### src/rtl/vscale_htif_pcr_arbiter_pkg.sv
// Shared encodings for the HTIF PCR arbiter: FSM states, requester count and timer width.
package vscale_htif_pcr_arbiter_pkg;

    localparam int HTIF_ARB_NREQ = 2;
    localparam int HTIF_ARB_TIMER_W = 16;

    typedef enum logic [1:0] {
        HTIF_ARB_IDLE  = 2'd0,
        HTIF_ARB_ISSUE = 2'd1,
        HTIF_ARB_WAIT  = 2'd2,
        HTIF_ARB_RESP  = 2'd3
    } htif_arb_state_e;

endpackage

### src/rtl/vscale_htif_pcr_arbiter_rr_arb2.sv
// Combinational two-way round-robin grant: on contention the requester that
// did not go last (rr_ptr) wins.
module vscale_rr_arb2 (
    input  logic [1:0] req_valid,
    input  logic       rr_ptr,
    output logic       grant_valid,
    output logic       grant_idx
);

    always_comb begin
        grant_valid = |req_valid;
        if (&req_valid) begin
            grant_idx = ~rr_ptr;
        end else begin
            grant_idx = req_valid[1];
        end
    end

endmodule

### src/rtl/vscale_htif_pcr_arbiter.sv
// Shares the CSR file's single HTIF PCR port between two hosts, one transaction
// at a time, with round-robin grant, response routing and a response timeout.
module vscale_htif_pcr_arbiter
    import vscale_htif_pcr_arbiter_pkg::*;
#(
    parameter int ADDR_W         = 12,
    parameter int DATA_W         = 64,
    parameter int TIMEOUT_CYCLES = 256
) (
    input  logic                  clk,
    input  logic                  reset_n,
    input  logic [1:0]            req_valid,
    output logic [1:0]            req_ready,
    input  logic [1:0]            req_rw,
    input  logic [2*ADDR_W-1:0]   req_addr,
    input  logic [2*DATA_W-1:0]   req_data,
    output logic [1:0]            resp_valid,
    input  logic [1:0]            resp_ready,
    output logic [DATA_W-1:0]     resp_data,
    output logic                  resp_err,
    output logic                  htif_pcr_req_valid,
    input  logic                  htif_pcr_req_ready,
    output logic                  htif_pcr_req_rw,
    output logic [ADDR_W-1:0]     htif_pcr_req_addr,
    output logic [DATA_W-1:0]     htif_pcr_req_data,
    input  logic                  htif_pcr_resp_valid,
    output logic                  htif_pcr_resp_ready,
    input  logic [DATA_W-1:0]     htif_pcr_resp_data,
    output logic                  timeout_sticky
);

    localparam logic [HTIF_ARB_TIMER_W-1:0] TIMEOUT_LAST = HTIF_ARB_TIMER_W'(TIMEOUT_CYCLES - 1);

    htif_arb_state_e             state, state_next;
    logic                        rr_ptr;
    logic                        owner;
    logic [HTIF_ARB_TIMER_W-1:0] timer;
    logic                        cap_rw;
    logic [ADDR_W-1:0]           cap_addr;
    logic [DATA_W-1:0]           cap_data;

    logic grant_valid, grant_idx;
    logic accept, issue_done, resp_hit, expire, retire;

    vscale_rr_arb2 u_rr_arb2 (
        .req_valid   (req_valid),
        .rr_ptr      (rr_ptr),
        .grant_valid (grant_valid),
        .grant_idx   (grant_idx)
    );

    always_ff @(posedge clk or negedge reset_n) begin
        if (!reset_n) begin
            state <= HTIF_ARB_IDLE;
        end else begin
            state <= state_next;
        end
    end

    always_comb begin
        state_next          = state;
        accept              = 1'b0;
        issue_done          = 1'b0;
        resp_hit            = 1'b0;
        expire              = 1'b0;
        retire              = 1'b0;
        req_ready           = 2'b00;
        resp_valid          = 2'b00;
        htif_pcr_req_valid  = 1'b0;
        htif_pcr_resp_ready = 1'b0;
        case (state)
            HTIF_ARB_IDLE: begin
                // Gated by reset_n so no requester sees an accept while reset is held.
                if (grant_valid && reset_n) begin
                    req_ready[grant_idx] = 1'b1;
                    accept               = 1'b1;
                    state_next           = HTIF_ARB_ISSUE;
                end
            end
            HTIF_ARB_ISSUE: begin
                htif_pcr_req_valid = 1'b1;
                if (htif_pcr_req_ready) begin
                    issue_done = 1'b1;
                    state_next = HTIF_ARB_WAIT;
                end
            end
            HTIF_ARB_WAIT: begin
                htif_pcr_resp_ready = 1'b1;
                if (htif_pcr_resp_valid) begin
                    resp_hit   = 1'b1;
                    state_next = HTIF_ARB_RESP;
                end else if (timer == TIMEOUT_LAST) begin
                    expire     = 1'b1;
                    state_next = HTIF_ARB_RESP;
                end
            end
            HTIF_ARB_RESP: begin
                resp_valid[owner] = 1'b1;
                if (resp_ready[owner]) begin
                    retire     = 1'b1;
                    state_next = HTIF_ARB_IDLE;
                end
            end
            default: state_next = HTIF_ARB_IDLE;
        endcase
    end

    always_ff @(posedge clk or negedge reset_n) begin
        if (!reset_n) begin
            rr_ptr         <= 1'b0;
            owner          <= 1'b0;
            timer          <= '0;
            cap_rw         <= 1'b0;
            cap_addr       <= '0;
            cap_data       <= '0;
            resp_data      <= '0;
            resp_err       <= 1'b0;
            timeout_sticky <= 1'b0;
        end else begin
            if (accept) begin
                owner    <= grant_idx;
                cap_rw   <= req_rw[grant_idx];
                cap_addr <= grant_idx ? req_addr[2*ADDR_W-1:ADDR_W] : req_addr[ADDR_W-1:0];
                cap_data <= grant_idx ? req_data[2*DATA_W-1:DATA_W] : req_data[DATA_W-1:0];
            end
            // Timer saturates rather than wrapping.
            if (issue_done) begin
                timer <= '0;
            end else if (state == HTIF_ARB_WAIT && !htif_pcr_resp_valid && timer != '1) begin
                timer <= timer + HTIF_ARB_TIMER_W'(1);
            end
            if (resp_hit) begin
                resp_data <= htif_pcr_resp_data;
                resp_err  <= 1'b0;
            end else if (expire) begin
                resp_data      <= '0;
                resp_err       <= 1'b1;
                timeout_sticky <= 1'b1;
            end
            if (retire) begin
                rr_ptr <= owner;
            end
        end
    end

    assign htif_pcr_req_rw   = cap_rw;
    assign htif_pcr_req_addr = cap_addr;
    assign htif_pcr_req_data = cap_data;

endmodule

### config.mk
export PLATFORM = sky130hd
export DESIGN_NAME = vscale_htif_pcr_arbiter
export DESIGN_NICKNAME = d
export VERILOG_FILES = /design/src/rtl/vscale_htif_pcr_arbiter_pkg.sv /design/src/rtl/vscale_htif_pcr_arbiter_rr_arb2.sv /design/src/rtl/vscale_htif_pcr_arbiter.sv
export SDC_FILE = /design/constraint.sdc
export NUM_CORES = 1
export LEC_CHECK = 0
export CAP_MARGIN = 30
export CORE_ASPECT_RATIO = 2
export CORE_MARGIN = 8
export CORE_UTILIZATION = 26
export DETAILED_ROUTE_END_ITERATION = 10
export GPL_TIMING_DRIVEN = 0
export PLACE_DENSITY = 0.64
export RECOVER_POWER = 25
export SLEW_MARGIN = 20
export SYNTH_ARGS = -nofsm -noshare
export SYNTH_HDL_FRONTEND = slang
export SYNTH_SLANG_ARGS = --single-unit
### constraint.sdc
create_clock -name clk -period 2.1 [get_ports clk]
set_clock_uncertainty 0.15 [all_clocks]
set_input_delay 0.315 -clock clk [delete_from_list [all_inputs] [get_ports clk]]
set_output_delay 0.315 -clock clk [all_outputs]
set_load 0.01 [all_outputs]
Word-level counts from Yosys, hierarchy flattened
Index checks and enable logic that the tools add are counted.

operators by class
  reductions and logical operators = 13
  order comparisons = 4
  muxes and demuxes = 39
  add/subtract/negate cells = 1
  bitwise gates (word level) = 2
  equal/unequal tests = 9

operators by type and width
  operator               number
  $mux 64                3
  $mux 16                2
  $mux 1                 22
  $add 16x1->16 const B  1
  $eq 16x8->1 const B    1
  $mux 2                 8
  $ne 16x16->1 const B   1
  $mux 12                1
  $pmux 2 s4             1
  $ne 2x2->1 const B     3
  $logic_and 1x1->1      5
  $eq 2x2->1 const B     2
  $lt 1x2->1 const B     2
  $reduce_and 2->1       2
  $reduce_and 4->1       1
  $reduce_bool 2->1      2
  $ne 3x3->1 const B     1
  $demux 1 s1            2
  $eq 2x1->1 const B     1
  $ge 1x1->1 const B     2
  $logic_not 2->1        1
  $not 1->1              2
  $reduce_or 2->1        1
  $logic_not 1->1        1

word-level totals
  input port bits = 226
  flip-flop bits (word level) = 163

Longest topological paths before layout
  depth in word-level cells = 8
  depth in mapped cells = 8
  depth with buffers taken out = 6

Cells and area by module
From an unflattened synthesis, not the netlist that was laid out.

second synthesis, totals
  cell total of the unflattened synthesis = 757
  area total of the unflattened synthesis = 7,365.8 um^2

modules (own cells, without submodules)
  module                   instances  cells an instance  area each (um^2)
  vscale_htif_pcr_arbiter  1          755                7,352.1
  vscale_rr_arb2           1          2                  13.8

Least setup slack after synthesis
OpenSTA, ideal clock, no wires.

  kind = register to register
  start = register state[0]
  end = register timer[11]
  arrival = 1.996 ns
  stages on the path, launching flop included = 7
  buffers on the path = 0
  library setup time = 0.078 ns
  period minus slack after synthesis = 2.223 ns
  slack = -0.123 ns
  cell sequence = dfrtp_1 -> inv_1 -> ha_1 -> nand2b_1 -> or3_4 -> or4_1 -> a21oi_1

on the way
  word-level cells in the longest chain between the ends = 4

RTL lines
  what                                line                            RTL
  start: declaration                  vscale_htif_pcr_arbiter.sv:34   htif_arb_state_e state, state_next;
  start signal: assignment            vscale_htif_pcr_arbiter.sv:56   state <= state_next;
  $eq 2x2->1                          vscale_htif_pcr_arbiter.sv:129  end else if (state == HTIF_ARB_WAIT && !htif_pcr_resp_valid && timer != '1) begin
  $logic_and 1x1->1 (2 in a row)      vscale_htif_pcr_arbiter.sv:129
  $reduce_bool 2->1 (no source line)  --
  end signal: assignment              vscale_htif_pcr_arbiter.sv:130  timer <= timer + HTIF_ARB_TIMER_W'(1);
  end: declaration                    vscale_htif_pcr_arbiter.sv:37   logic [HTIF_ARB_TIMER_W-1:0] timer;

Several ways; a longest one is shown, not always the timed one.
A chain may end at the register's enable or synchronous reset.

Worst setup path after layout
  start = register state[0]
  end = output port req_ready[0]

on the way
  word-level cells in the longest chain between the ends = 2

RTL lines
  what              line                           RTL
  $logic_not 2->1   vscale_htif_pcr_arbiter.sv:71  case (state)
  $mux 2            vscale_htif_pcr_arbiter.sv:71
  end: declaration  vscale_htif_pcr_arbiter.sv:13  output logic [1:0] req_ready,

No other way between the ends.

==> results.json <==
{
  "grt_max_degree": 38,
  "die_w_um": 134,
  "power.leakage_uw": 0.00558,
  "yosysUniqueCellTypes": 37,
  "cts_buffers": 17,
  "area_delta_synth_final_pct": 72.4,
  "finalCritPeriodShare": 1.17,
  "synth-edff-count": 0,
  "core_area_um2": 27900,
  "final-setup-viol-count": 3,
  "slowest_stage": "dfrtp_1",
  "finalNetCount": 1408,
  "grt_pass1_wl_um": 48300,
  "rows": 87,
  "critPathKind": "reg -> out",
  "synth-seq-cells": 163,
  "min_path_type": "in -> reg",
  "cts_root_buffer": "clkbuf_16",
  "arrival_ns": 2.00,
  "critical_path.max_stage_delay_ns": 0.38,
  "cts_tree": "built",
  "grt_antenna_before_repair": 3,
  "vias_per_cell": 4.72,
  "cap_violations": 0,
  "postPlaceCellArea_um2": 11600,
  "drive_gt1_frac": 0.107,
  "synth_area_per_cell_um2": 9.66,
  "outcome": "finished, violations left",
  "die_area_um2": 34000,
  "final_cells": 1545,
  "grt_pass1_vias": 7939,
  "tightest_slew_ns": 1.04,
  "route.final.wire_length_um": 32600,
  "fmax_mhz": 406,
  "dp_slack_ns": -1.83,
  "slew_headroom": 0.309,
  "drt_first_pass_iters": 4,
  "drc": 0,
  "violations": "setup timing",
  "fin_util": 0.451,
  "setup_ws_ns": -0.366,
  "cp-start-kind": "flip-flop",
  "synthArstFlopShare": 1.00,
  "cts_sinks": 163,
  "path_max_fanout": 4,
  "port_buffers": 374,
  "top_level_ports": 375,
  "synth_cells": 755,
  "final_cell_mix": "clkdlybuf4s50_1 (367), nand2_1 (222), dfrtp_1 (162)",
  "crit_required_ns": 1.63,
  "clkLatencyLatePin_ns": 0.44,
  "final_cell_area_um2": 12600,
  "drv_slew": 0,
  "ir_drop_mv": 0.722,
  "synth.cell_area_um2": 7300,
  "path_cells": "inv_2 > ha_4 > o211ai_1 > clkbuf_8 > clkbuf_16 > clkbuf_16 > a21oi_2 > buf_2",
  "crit_top_cell": "clkbuf_16",
  "overflow": 0,
  "ys_seq_area_frac": 0.559,
  "place_congestion": 0.913,
  "critPathCaptureType": "output port",
  "p_per_area_nw_per_um2": 1200,
  "grt_setup_unrepaired": "yes",
  "fillers": 2712,
  "start_util": 0.262,
  "htree_levels": 4,
  "final_common_cell": "clkdlybuf4s50_1",
  "first_iter_violations": 236,
  "synthFlopType": "dfrtp_1",
  "ys_warn_count": 0,
  "num_vias": 7293,
  "hold_viol_final": 0,
  "clock_path_buffers": 2,
  "syn_nets": 987,
  "antenna_left": 0,
  "period_needed_ns": 2.47,
  "post_drt_wl_per_cell_um": 21.1,
  "hpwl_um": 25500,
  "dp_cells": 1487,
  "grtUsageTotal": 0.191,
  "clk_pin_slew_worst_paths_ns": 0.06,
  "die_h_um": 253,
  "setup_tns_ns": -0.686
}
==> worst max-delay path, delay by kind of cell (launching register included) <==
kind                       cells  cell delay (ns)
DFF                            1             0.38
AOI/OAI and AO/OA              2             0.29
adders and majority gates      1             0.13
buffers and inverters          5             0.77
==> metal layers <==
| layer | global-route usage | up-vias | share of wire |
|---|---|---|---|
| met5 | 0 | - | 0.00071 |
| met4 | 0.0778 | 4 | 0.021 |
| met3 | 0.0993 | 32 | 0.13 |
| met2 | 0.310 | 404 | 0.47 |
| met1 | 0.205 | 3437 | 0.38 |
| li1 | - | 3416 | - |
==> synthesized netlist by cell type, types with 3 or more instances <==
master | n | share of area
a21o_1 | 3 | 0.0031
buf_2 | 5 | 0.0034
and4_1 | 4 | 0.0048
nor4_1 | 3 | 0.0026
inv_1 | 4 | 0.0021
nand2_1 | 223 | 0.11
o21ai_0 | 144 | 0.099
ha_1 | 6 | 0.010
clkbuf_1 | 38 | 0.020
and2_1 | 3 | 0.0026
nand3_1 | 5 | 0.0034
nand2b_1 | 7 | 0.0060
mux2i_1 | 84 | 0.12
a21oi_1 | 11 | 0.0075
a31oi_1 | 4 | 0.0034
nor2_1 | 6 | 0.0031
dfrtp_1 | 163 | 0.56
buf_1 | 7 | 0.0036
and3_1 | 5 | 0.0043
nand4_1 | 5 | 0.0043
==> final timing paths <==
kind / start / to / slack (ns) / cells after the start
max: state[0] / req_ready[0] / -0.37 / 8
min: htif_pcr_resp_data[54] / resp_data[54] / 0.29 / 3
max reg2reg: state[0] / timer[9] / -0.03 / 7
min reg2reg: htif_pcr_req_data[16] / htif_pcr_req_data[16] / 0.33 / 2
max in group asynchronous: reset_n / resp_data[17] / 0.31 / 4
min in group asynchronous: reset_n / resp_data[25] / 0.39 / 4
==> what timing repair did <==
action / CTS / global route
buffers inserted: 11 / 6
endpoints found under the hold margin: 89 / 21
pin swaps: 6 / 6
endpoints found under the setup margin: 150 / 109
cloned: 4 / 0
resized for setup: 62 / 45
hold buffers: 6 / 1
==> cells by family after synthesis <==
group                    synth area share
adder cells (fa/ha/maj)            0.0103
multiplexers                        0.117
AO/OA/AOI/OAI                       0.129
flip-flops                          0.559
AND/OR/NAND/NOR                     0.156
buffers and inverters              0.0286
==> where the power goes <==
| group | switching (uW) | internal, uW | total (uW) |
|---|---|---|---|
| clock network | 1370 | 1880 | 3250 |
| logic | 3110 | 3520 | 6640 |
| registers | 781 | 4440 | 5220 |
| total | 5260 | 9840 | 15100 |
==> layout make-up <==
class                           instances  area (um2)  area share
Tap cell                              356         445      0.0354
Clock buffer                           17         425      0.0338
Buffer                                 47         308      0.0245
Multi-Input combinational cell        538        3100       0.246
Antenna cell                            2        5.00    0.000398
Timing Repair Buffer                  405        4020       0.320
Inverter                                4        15.0     0.00119
Sequential cell                       163        4080       0.324
Clock inverter                         13         175      0.0139
==> per-stage QoR <==
step | total power [uW] | hold WS [ns]
after floorplan | 7580 | -0.131
final | 15100 | 0.287
after detailed placement | 11700 | 0.0152
after CTS | 15300 | 0.000456
after global placement | 11500 | 0.301
after global routing | 16100 | 0.261
==> flip-flops by register name, indices dropped and copies added (netlist names) <==
register,cells
htif_pcr_req_addr,12
resp_err,1
owner,1
timeout_sticky,1
htif_pcr_req_rw,1
htif_pcr_req_data,64
rr_ptr,1
timer,16
resp_data,64
state,2
No activity file was read; power rests on OpenSTA's default activity.
